**src/rtl/button_conditioner.sv**
```systemverilog
// Conditions three raw game buttons: two-flop synchronizer, per-button stability debouncer,
// press-event strobes, and pending-press latches that hold short presses until the next game tick.
module button_conditioner #(
    parameter int DB_MAX = 255
) (
    input  logic       clk,
    input  logic       rst,
    input  logic [1:0] game_tick,
    input  logic       start_raw,
    input  logic       up_raw,
    input  logic       down_raw,
    output logic       button_start,
    output logic       button_up,
    output logic       button_down,
    output logic [2:0] press_event
);

    // Bit order everywhere: [0] start, [1] up, [2] down.
    localparam logic [8:0] DB_MAX_W = 9'(DB_MAX);

    logic [2:0]      raw;
    logic [2:0]      sync1_q;
    logic [2:0]      sync2_q;
    logic [2:0][7:0] cnt_q;
    logic [2:0][7:0] cnt_d;
    logic [2:0][8:0] cnt_inc;
    logic [2:0]      deb_q;
    logic [2:0]      deb_d;
    logic [2:0]      rise;
    logic [2:0]      press_q;
    logic [2:0]      press_d;
    logic [1:0]      pend_q;
    logic [1:0]      pend_d;
    logic            tick0;
    logic            unused_tick1;

    assign raw          = {down_raw, up_raw, start_raw};
    assign tick0        = game_tick[0];
    assign unused_tick1 = game_tick[1];

    always_comb begin
        cnt_inc = '0;
        cnt_d   = cnt_q;
        deb_d   = deb_q;
        for (int i = 0; i < 3; i++) begin
            cnt_inc[i] = {1'b0, cnt_q[i]} + 9'd1;
            if (sync2_q[i] == deb_q[i]) begin
                cnt_d[i] = '0;
            end else if (cnt_inc[i] == DB_MAX_W) begin
                deb_d[i] = sync2_q[i];
                cnt_d[i] = '0;
            end else begin
                cnt_d[i] = cnt_inc[i][7:0];
            end
        end
    end

    assign rise    = deb_d & ~deb_q;
    assign press_d = rise;

    // A rise at the same edge as a tick keeps the flag set so the press is not lost.
    always_comb begin
        pend_d = pend_q;
        for (int i = 0; i < 2; i++) begin
            if (rise[i]) begin
                pend_d[i] = 1'b1;
            end else if (tick0) begin
                pend_d[i] = 1'b0;
            end
        end
    end

    always_ff @(posedge clk) begin
        if (rst) begin
            sync1_q <= '0;
            sync2_q <= '0;
            cnt_q   <= '0;
            deb_q   <= '0;
            press_q <= '0;
            pend_q  <= '0;
        end else begin
            sync1_q <= raw;
            sync2_q <= sync1_q;
            cnt_q   <= cnt_d;
            deb_q   <= deb_d;
            press_q <= press_d;
            pend_q  <= pend_d;
        end
    end

    assign button_start = deb_q[0] | pend_q[0];
    assign button_up    = deb_q[1] | pend_q[1];
    assign button_down  = deb_q[2];
    assign press_event  = press_q;

endmodule

```
**config.mk**
```make
export PLATFORM = sky130hd
export DESIGN_NAME = button_conditioner
export DESIGN_NICKNAME = d
export VERILOG_FILES = /design/src/rtl/button_conditioner.sv
export SDC_FILE = /design/constraint.sdc
export NUM_CORES = 1
export LEC_CHECK = 0
export CELL_PAD_IN_SITES_DETAIL_PLACEMENT = 1
export CELL_PAD_IN_SITES_GLOBAL_PLACEMENT = 1
export CORE_ASPECT_RATIO = 1.5
export CORE_UTILIZATION = 40
export CTS_CLUSTER_SIZE = 24
export DETAILED_ROUTE_END_ITERATION = 7
export PLACE_DENSITY_LB_ADDON = 0.1
export SLEW_MARGIN = 20
export SYNTH_ARGS = -nofsm -noshare
export SYNTH_HDL_FRONTEND = slang
export SYNTH_SLANG_ARGS = --single-unit
```
**constraint.sdc**
```tcl
create_clock -name clk -period 2.6 [get_ports clk]
set_input_delay 0.52 -clock clk [delete_from_list [all_inputs] [get_ports clk]]
set_output_delay 0.52 -clock clk [all_outputs]
set_load 0.01 [all_outputs]
```
==> impl_results.md <==
- Status: completed
- Root Buffer: clkbuf_8
- Slew @ Worst Pin: 0.447 ns
- Floorplan Core Area: 3750 um2
- Maximum capacitance violations: 0
- Final Slew Violations: 0
- Layout cells sized above 1: ~13%
- Initial antenna violation count: 0
- Synthesized area per cell: 9.86 um2
- # hold bufs at CTS: 0
- Tot Pwr: 1.04 mW
- Die height: 79.7 um
- Clock skew: roughly 0.0076 ns
- Nets: around 190
- Pwr/cell area: 557 nW/um2
- Seq cells post-synth: 38
- CTS tree: yes
- Vias in the first global route: 1184
- Critical path launch point type: register
- Via count: 1175
- # DRC: 0
- PostCTS Resize Cnt: 0
- Iter 0 DRT Violations: 5
- Die area: roughly 4300 um2
- RD Place Congestion: 0.757
- DP Wirelength: 2240 um
- Commonest non-fill, non-tap cell in the layout: dfxtp_1
- Die Wd: 53.8 um
- H-tree levels: 2
- Async set-reset flop share out of synthesis: 0%
- Peak Freq: just over 0.5 GHz
- Pre-CTS setup slack: 0.584 ns
- Crit. Startpoint: deb_q[0]$_SDFF_PP0_
- Met2 Use GR: 27.7%
- Setup Buffers After CTS: 0
- Crit path kind: reg2out
- First-pass GRT wire length: 4930 um
- Initial Util: 42.9%
- Busiest grt layer: met2
- Synth unique cells: 33
- Clk_lat worst skew: 0.29 ns
- Area Growth Syn to Fin: 16.1%
- Post-Synthesis Cells: roughly 160
- EDFF count, synth: 0
- Critical path's top delay family: buffers and inverters
- Slew margin rel.: 70.0%
- Met1 GRT Util: 16.1%
- Crit path arrival time: about 1.4 ns
- DR WL/cell: between 10 and 15 um
- Grt ovf: 0
- Clk sink count: 38
- Syn nets: between 150 and 200
- Number of fill cells: between 400 and 500
- Final Cycle Share: 74.3%
- Ports: 13
- Final ANT Viol Nets: 0
- Critical Path RT: 2.08 ns
- Final setup vio count: 0
- GRT Overall Usage: 16.1%
- Final min period: about 1.9 ns
- Port Buffer Count: 11
- Crit path max-delay cell type: clkdlybuf4s50_1
- Hold WC Path Type: reg2reg
- Unrepaired setup endpoints after global routing: false
- Final hold vios: 0
- Vias/cell: 5.25
- Worst hold slack: approximately 0.44 ns
- Post-Syn Area: 1610 um2
- Ys flop type: dfxtp_1
- Antenna Cells: 0
- TNS Setup: 0 ns
- TritonRoute pass-1 iters: 4
- Register area share after synthesis: around 47%
- RR Startpoint: cnt_q[0]$_SDFF_PP0_
- Synthesis Warnings: 0
- Most frequent cells in the layout: dfxtp_1 (38), nor2_1 (22), nor2b_1 (11), clkdlybuf4s50_1 (11)
- Final WL: between 2000 and 3000 um
- Met3 layer usage reported by global route: 4.57%
- Buf+Inv Stages, Crit Path: 1
- Hold Startpoint: sync1_q[2]$_SDFF_PP0_
- Total CTS buffers: 5
- CP Cell Sequence: or2_2 > clkdlybuf4s50_1
- Largest stage delay on the critical path: 0.48 ns
- Final worst slack: between 0.6 and 0.7 ns
- Clk buf depth: 2
- Crit path capture type: output pin
- CP Max Fanout: 4
- CTS clk-pin slew, worst paths: 0.07 ns
- Leak Pwr: 0.628 nW
- FP Rows: 27
- Largest net degree at the start of global routing: 14
- Maximum VDD drop: 358 uV
[metrics by stage]
stage	instance area (um2)	std cells	utilization, %
global route	1870	224	49.8
detailed placement	1770	216	47.2
finish	1870	224	49.8
floorplan	1610	163	-
global placement	1770	216	47.2
CTS	1870	224	49.8
[area by class of cell]
type | count | area [um2] | area share, %
timing repair buffer | 12 | 118 | 6.30
sequential | 38 | 761 | 40.8
clock inverter | 2 | 12.5 | 0.670
tap | 43 | 53.8 | 2.88
clock buffer | 6 | 82.6 | 4.42
inverter | 7 | 26.3 | 1.41
multi-input combinational | 116 | 813 | 43.6
[state kept, by name, indices dropped and copies added, names as in the netlist]
signal and cells:
sync1_q 3, press_event 3, sync2_q 3, cnt_q 24, pend_q 2, deb_q 3
[worst paths after layout]
kind                                 end  slack (ns)  depth (start not counted)
setup / recovery            button_start        0.67                          2
hold / removal     sync2_q[2]$_SDFF_PP0_        0.44                          1
setup reg to reg  pend_q[0]$_SDFFE_PP0P_        0.67                          6
hold reg to reg    sync2_q[2]$_SDFF_PP0_        0.44                          1
[Yosys cell counts (all sizes together) (4+ instances only)]
library cell,instances,area share [%]
xnor2,9,4.9
nand2b,5,1.9
ha,6,4.7
nand3,8,2.8
xor2,9,4.9
nor2,22,5.1
inv,7,1.6
o21ai,8,3.9
a21oi,4,1.2
nor2b,11,4.3
nand2,4,0.93
dfxtp,38,47
nand4,6,2.3
[cell families (layout without fill, tap and decap cells)]
kind of cell / after synthesis / in the layout / share of synthesized area [%]
AND/OR/NAND/NOR: 71 / 71 / 25.5
flip-flops: 38 / 38 / 47.3
AO/OA/AOI/OAI: 20 / 20 / 9.96
XOR/XNOR: 18 / 18 / 9.81
buffers and inverters: 9 / 27 / 2.10
adder cells (fa/ha/maj): 6 / 6 / 4.67
multiplexers: 1 / 1 / 0.623
[routing by layer]
metal	share of wire, %	routed length (um)	vias up
met2	53	1570	13
met1	41	1210	566
met4	3.0	87	0
met3	2.4	72	8
met5	0	0	-
li1	-	-	588
[report_power, final]
part / switching [mW] / leakage [nW] / internal (mW)
logic: 0.0127 / 0.273 / 0.0150
registers: 0.00376 / 0.307 / 0.587
clock network: 0.209 / 0.0472 / 0.213
(Power assumes the default switching activity.)
